`config.mk`:
```
export PLATFORM = sky130hd
export DESIGN_NAME = logic_op_arbiter
export DESIGN_NICKNAME = d
export VERILOG_FILES = /design/src/rtl/logic_op_arbiter.sv
export SDC_FILE = /design/constraint.sdc
export NUM_CORES = 1
export LEC_CHECK = 0
export CAP_MARGIN = 20
export CORE_AREA = 2 2 121 123
export DETAILED_ROUTE_END_ITERATION = 6
export DIE_AREA = 0 0 123 125
export PLACE_DENSITY = 0.79
export SETUP_SLACK_MARGIN = 0.1
export SLEW_MARGIN = 20
export SYNTH_ARGS = -nofsm -noshare
export SYNTH_HDL_FRONTEND = slang
export SYNTH_SLANG_ARGS = --single-unit
```
`constraint.sdc`:
```
create_clock -name clk -period 9.1 [get_ports clk]
set_clock_uncertainty 0.15 [all_clocks]
set_input_delay 2.73 -clock clk [delete_from_list [all_inputs] [get_ports clk]]
set_output_delay 2.73 -clock clk [all_outputs]
set_load 0.05 [all_outputs]
```
`src/rtl/logic_op_arbiter.sv`:
```
// logic_op_arbiter: round-robin share of one AND/OR/XOR/ANDN unit between
// NUM_REQ requesters, result registered into a one-entry valid/ready slot.
//
// Ports:
//   clk, rst             clock (rising edge), synchronous active-high reset
//   req_valid/req_ready  per-requester handshake, ready is one-hot or zero
//   req_op/req_a/req_b   packed per-requester op (2b) and operands (WIDTH)
//   resp_valid/ready     result slot handshake
//   resp_data/resp_id    registered result and index of its requester
//   grant_count          accepted-request counter, only when
//                        LOGIC_OP_ARBITER_GRANT_COUNT_EN is defined
module logic_op_arbiter #(
    parameter int NUM_REQ = 4,
    parameter int WIDTH   = 32,
    parameter int ID_W    = $clog2(NUM_REQ)
) (
    input  logic                     clk,
    input  logic                     rst,
    input  logic [NUM_REQ-1:0]       req_valid,
    output logic [NUM_REQ-1:0]       req_ready,
    input  logic [2*NUM_REQ-1:0]     req_op,
    input  logic [WIDTH*NUM_REQ-1:0] req_a,
    input  logic [WIDTH*NUM_REQ-1:0] req_b,
    output logic                     resp_valid,
    output logic [WIDTH-1:0]         resp_data,
    output logic [ID_W-1:0]          resp_id,
    input  logic                     resp_ready
`ifdef LOGIC_OP_ARBITER_GRANT_COUNT_EN
    ,
    output logic [31:0]              grant_count
`endif
);

    localparam logic [ID_W:0] NUM_L = (ID_W+1)'(NUM_REQ);

    logic [ID_W-1:0]  ptr;
    logic [ID_W-1:0]  win;
    logic [ID_W-1:0]  next_ptr;
    logic [ID_W:0]    idx;
    logic             found;
    logic             can_accept;
    logic             accept;
    logic [1:0]       sel_op;
    logic [WIDTH-1:0] sel_a;
    logic [WIDTH-1:0] sel_b;
    logic [WIDTH-1:0] result;

    assign can_accept = !resp_valid || resp_ready;
    assign accept     = found && can_accept && !rst;

    // Search starts at ptr; the sum is one bit wider so the modulo
    // wrap works for non-power-of-2 NUM_REQ.
    always_comb begin
        found = 1'b0;
        win   = '0;
        idx   = '0;
        for (int k = 0; k < NUM_REQ; k++) begin
            idx = {1'b0, ptr} + (ID_W+1)'(k);
            if (idx >= NUM_L) idx = idx - NUM_L;
            if (!found && req_valid[idx[ID_W-1:0]]) begin
                found = 1'b1;
                win   = idx[ID_W-1:0];
            end
        end
    end

    always_comb begin
        req_ready = '0;
        if (accept) req_ready[win] = 1'b1;
    end

    always_comb begin
        sel_op = '0;
        sel_a  = '0;
        sel_b  = '0;
        for (int i = 0; i < NUM_REQ; i++) begin
            if (win == ID_W'(i)) begin
                sel_op = req_op[2*i +: 2];
                sel_a  = req_a[WIDTH*i +: WIDTH];
                sel_b  = req_b[WIDTH*i +: WIDTH];
            end
        end
    end

    always_comb begin
        case (sel_op)
            2'b00:   result = sel_a & sel_b;
            2'b01:   result = sel_a | sel_b;
            2'b10:   result = sel_a ^ sel_b;
            default: result = sel_a & ~sel_b;
        endcase
    end

    assign next_ptr = (win == ID_W'(NUM_REQ-1)) ? '0 : win + ID_W'(1);

    always_ff @(posedge clk) begin
        if (rst) begin
            resp_valid <= 1'b0;
            resp_data  <= '0;
            resp_id    <= '0;
            ptr        <= '0;
        end else if (accept) begin
            resp_valid <= 1'b1;
            resp_data  <= result;
            resp_id    <= win;
            ptr        <= next_ptr;
        end else if (resp_valid && resp_ready) begin
            resp_valid <= 1'b0;
        end
    end

`ifdef LOGIC_OP_ARBITER_GRANT_COUNT_EN
    always_ff @(posedge clk) begin
        if (rst)         grant_count <= '0;
        else if (accept) grant_count <= grant_count + 32'd1;
    end
`endif

endmodule

```
# Word-level counts from Yosys, hierarchy flattened
# Index checks and enable logic that the tools add are counted.
op_classes:
  bitwise: 5
  reduce_logical: 16
  n_eq_ne: 5
  n_mul: 0
  order_cmp: 10
  addsub: 8
  mux: 39
  n_div: 0
  shifts: 0
ops:
  columns: ["op", "n"]
  rows:
  - ["$mux 32", 8]
  - ["$pmux 32 s3", 1]
  - ["$and 32x32->32", 2]
  - ["$not 32->32", 1]
  - ["$or 32x32->32", 1]
  - ["$xor 32x32->32", 1]
  - ["$mux 2", 13]
  - ["$lt 2x3->1 const B", 5]
  - ["$mux 1", 11]
  - ["$ge 3x3->1 const B", 3]
  - ["$bmux 1 s2", 4]
  - ["$sub 2x1->2 const B", 4]
  - ["$logic_and 1x1->1", 7]
  - ["$add 2x2->3 const B", 2]
  - ["$eq 2x2->1 const B", 3]
  - ["$logic_not 1->1", 5]
  - ["$eq 2x1->1 const B", 2]
  - ["$logic_not 2->1", 2]
  - ["$mux 4", 1]
  - ["$add 2x1->3 const B", 1]
  - ["$ge 2x3->1 const B", 1]
  - ["$add 2x1->2 const B", 1]
  - ["$demux 1 s2", 1]
  - ["$ge 2x1->1 const B", 1]
  - ["2 further kinds", 2]
word_totals:
  mem_count: 0
  mem_bits_ro: 0
  word_cells: 87
  mem_bits_rw: 0
  in_bits: 271
  latchBits: 0
  output_inout_bits: 39
  register_bits: 37

# Depth between registers and ports, before layout
depth:
  ltp_word: 22
  depth_mapped: 20

# Least setup slack after synthesis
# OpenSTA, ideal clock, no wires.
synth_timing:
  kind: "input to output"
  start: "input req_valid[2]"
  end: "output req_ready[1]"
  stages: 8
  arrival_time_ns: 4.478
  path_slack_ns: 1.742
  required_ns: 6.220
  cell_sequence: "mux2i_1 -> nor2_1 -> nor3_1 -> ha_1 -> buf_4 -> buf_2 -> clkbuf_1 -> and2_1"
synth_between:
  elab_chain_cells: 17
synth_rtl:
  columns: ["element", "line", "source"]
  rows:
  - ["start, declared", "19", "input logic [NUM_REQ-1:0] req_valid,"]
  - ["$bmux 1 s2", "60", "if (!found && req_valid[idx[ID_W-1:0]]) begin"]
  - ["$mux 1 (not written as such)", "60", null]
  - ["$mux 1", "60", null]
  - ["$logic_not 1->1", "60", null]
  - ["$logic_and 1x1->1", "60", null]
  - ["$mux 1", "60", null]
  - ["$logic_not 1->1", "60", null]
  - ["$logic_and 1x1->1", "60", null]
  - ["[... 2 more ...]", null, null]
  - ["$logic_and 1x1->1", "60", null]
  - ["$mux 2 (*)", "60", null]
  - ["via win[0]", "37", "logic [ID_W-1:0] win;"]
  - ["$lt 2x3->1 (not written as such) / $ge 2x1->1 (equally long branches)", "69", "if (accept) req_ready[win] = 1'b1;"]
  - ["$logic_and 1x1->1 (not written as such)", "69", null]
  - ["$mux 1 (not written as such)", "69", null]
  - ["$demux 1 s2 (*)", "69", null]
  - ["$mux 4 (*)", "69", null]
  - ["end, declared", "20", "output logic [NUM_REQ-1:0] req_ready,"]
# The timed path passes the listed nets; every way through them passes the cells marked *. The select of a mux whose other input is x is not followed.

# Final worst setup path
layout_timing:
  start: "input req_valid[0]"
  end: "output req_ready[2]"
# The elaborated chain is that of the path after synthesis.

==> results.sh <==
export IMPL_status="completed"
export IMPL_slowest_stage="clkdlybuf4s50_1"
export IMPL_io_pins=310
export IMPL_cp_data_arrival_time_ns=5.32
export IMPL_die_height_um=125
export IMPL_use_met3_pct=6.39
export IMPL_met1_usage_pct=32.0
export IMPL_finalSetupTns_ns=0
export IMPL_post_cts_resized=0
export IMPL_r2r_end="resp_data[23]$_SDFFE_PP0P_"
export IMPL_rr_worst_depth=14
export IMPL_insertedDiodeCount=0
export IMPL_syn_nets=1063
export IMPL_area_growth_pct=63.8
export IMPL_drv_cap=0
export IMPL_ys_types=40
export IMPL_path_common_cell="clkdlybuf4s50_1"
export IMPL_rsz0062_at_grt="false"
export IMPL_vdd_ir_drop_max_mv=0.130
export IMPL_synth_seq_cells=37
export IMPL_numCtsBuffers=5
export IMPL_stdcell_count=1198
export IMPL_final_setup_viol_count=0
export IMPL_max_slew_margin_rel_pct=25.4
export IMPL_cp_top_family="buffers and inverters"
export IMPL_slew_violations=0
export IMPL_post_place_cells=1190
export IMPL_max_slew_worst_pin_slew_ns=1.12
export IMPL_reg2reg_from="ptr[1]$_SDFFE_PP0P_"
export IMPL_rows=44
export IMPL_synth_largest_area_cell="dfxtp_1"
export IMPL_end_kind="output pin"
export IMPL_cts_clk_slew_worst_paths_ns=0.06
export IMPL_holdPathEnd="resp_id[1]$_SDFFE_PP0P_"
export IMPL_top_usage_layer="met2"
export IMPL_avgSynthCellArea_um2=6.80
export IMPL_grt_max_degree=73
export IMPL_grt_usage_pct=26.4
export IMPL_grt_pass1_wl_um=32200
export IMPL_die_w_um=123
export IMPL_critPathKind="in -> out"
export IMPL_antenna_found_initial=0
export IMPL_layout_commonest_cell="clkdlybuf4s50_1"
export IMPL_dp_hpwl_um=15900
export IMPL_multiInputGateArea_um2=3920
export IMPL_num_vias=6425
export IMPL_startpoint_type="input port"
export IMPL_drt_initial_drc_count=435
export IMPL_final_net_count=1323
export IMPL_pwr_density_cell_nw_per_um2=218
export IMPL_mostFrequentLayoutCells="clkdlybuf4s50_1 (308), a21oi_1 (121), nand2_1 (88), o21ai_0 (76), a22oi_1 (59)"
export IMPL_netlist_area_um2=5120
export IMPL_async_flop_share_pct=0
export IMPL_drc=0
export IMPL_cts_buffer_depth=2
export IMPL_period_minus_slack_ns=8.20
export IMPL_cts_sinks=37
export IMPL_die_area_um2=15400
export IMPL_postSynthCellCount=753
export IMPL_routedWlPerCell_um=17.6
export IMPL_path_cells="clkdlybuf4s50_1 -> a21oi_1 -> o21a_1 -> o22ai_1 -> inv_1 -> ha_2 -> and2_1 -> clkdlybuf4s50_1"
export IMPL_leakage_nw=3.07
export IMPL_crit_buf_inv=3
export IMPL_grt_overflow=0
export IMPL_grt_met2_usage_pct=46.0
export IMPL_netlist_top_cells_area="dfxtp_1 (14%), a21oi_1 (12%), ha_1 (9.5%)"
export IMPL_vias_per_cell=5.36
export IMPL_io_buffers=309
export IMPL_h_tree_depth=2
export IMPL_final_hold_viol_count=0
export IMPL_regArea_um2=741
export IMPL_synth_flop_cell="dfxtp_1"
export IMPL_clock_insertion_delay_worst_skew_ns=0.28
export IMPL_place_gp_congestion=0.919
export IMPL_timing_fmax_ghz=0.122
export IMPL_holdBufCountCts=0
export IMPL_root_buffer="clkbuf_16"
export IMPL_crit_path_max_incr_delay_ns=0.70
export IMPL_min_path_type="reg -> reg"
export IMPL_ant_nets=0
export IMPL_start_util_pct=36.0
export IMPL_synth_warnings=0
export IMPL_post_cts_buffers=0
export IMPL_cts_tree="yes"
export IMPL_grt_pass1_vias=6168
export IMPL_hold_start="resp_id[1]$_SDFFE_PP0P_"
export IMPL_totalWireLength_um=21000
export IMPL_synth_edf_count=0
export IMPL_fin_crit_sh_pct=90.1
export IMPL_min_path_cells=2
export IMPL_layout_drive_gt1_share_pct=4.04
export IMPL_fillCellCount=1361
export IMPL_yosysSeqAreaShare_pct=14.5
export IMPL_cp_required_ns=6.22
export IMPL_core_um2=14200
export IMPL_synth_top_area_share_pct=14.5
export IMPL_r2r_slack_ns=4.46
export IMPL_path_max_fanout=6
export IMPL_dr_pass1_iters=5
-- sequential cells by signal, indices dropped and copies added (netlist names) --
register and count:
ptr 2, resp_data 32, resp_id 2, resp_valid 1
-- worst max-delay path by stage --
stage	end	depth (start not counted)	start	slack (ns)
floorplan	req_ready[1]	8	req_valid[2]	1.74
global placement	req_ready[2]	8	req_valid[0]	0.96
detailed placement	req_ready[2]	8	req_valid[0]	0.89
CTS	req_ready[2]	8	req_valid[0]	0.89
global route	req_ready[0]	7	req_valid[0]	0.83
finish	req_ready[2]	8	req_valid[0]	0.90
-- stage by stage --
| step | utilization [%] | hold slack [ns] | total power [W] | cell area, um2 | setup slack (ns) |
|---|---|---|---|---|---|
| 6_report | 59.0 | 0.329 | 0.00183 | 8380 | 0.898 |
| 5_1_grt | 59.0 | 0.354 | 0.00197 | 8380 | 0.829 |
| 4_1_cts | 59.0 | 0.330 | 0.00184 | 8380 | 0.891 |
| 3_5_place_dp | 58.0 | 0.317 | 0.00166 | 8240 | 0.893 |
| 3_3_place_gp | 58.0 | 0.310 | 0.00164 | 8240 | 0.957 |
| 2_1_floorplan | - | 0.388 | 0.00122 | 5120 | 1.74 |
-- power by group --
part	internal [W]	switching, W
logic	0.000564	0.000828
registers	0.000230	0.0000364
clock network	0.000102	0.0000691
-- kinds of logic (layout without fill, tap and decap cells) --
family / Yosys count / in the layout / synth area share, %
AOI/OAI and AO/OA: 320 / 320 / 39.2
muxes: 3 / 3 / 0.587
adders and majority gates: 39 / 39 / 9.54
buffers and inverters: 110 / 371 / 9.49
DFF: 37 / 37 / 14.5
and+or+nand+nor: 212 / 212 / 21.2
xor gates and xnor gates: 32 / 32 / 5.48
-- Yosys cell counts, drive strengths merged, types with 7 or more instances --
cell / count
a21oi: 122
nand2: 89
o21ai: 86
a22oi: 59
nand2b: 49
clkbuf: 40
ha: 39
inv: 39
dfxtp: 37
o221ai: 32
xnor2: 32
buf: 31
nor2b: 31
nor2: 13
and2: 8
nor3b: 8
o32ai: 7
-- routing by layer --
metal,routed length (um),share of wire (%),vias to the layer above
met3,1570,7.4,41
li1,-,-,3216
met4,609,2.9,0
met1,8600,41,2939
met5,0,0,-
met2,10300,49,229
-- worst min-delay path, cell delays in order, from the launching register on --
cell	delay (ns)
dfxtp_1	0.31
nand3_1	0.05
o21ai_0	0.06
-- area by class of cell --
cell class / instances / share of cell area (%)
repair buffers: 324 / 38.2
inverters: 39 / 1.75
well taps: 184 / 2.75
clock buffers: 8 / 1.63
flip-flops and latches: 37 / 8.84
multi-input cells: 606 / 46.8
Note: power is estimated with default switching activity, not from simulation.
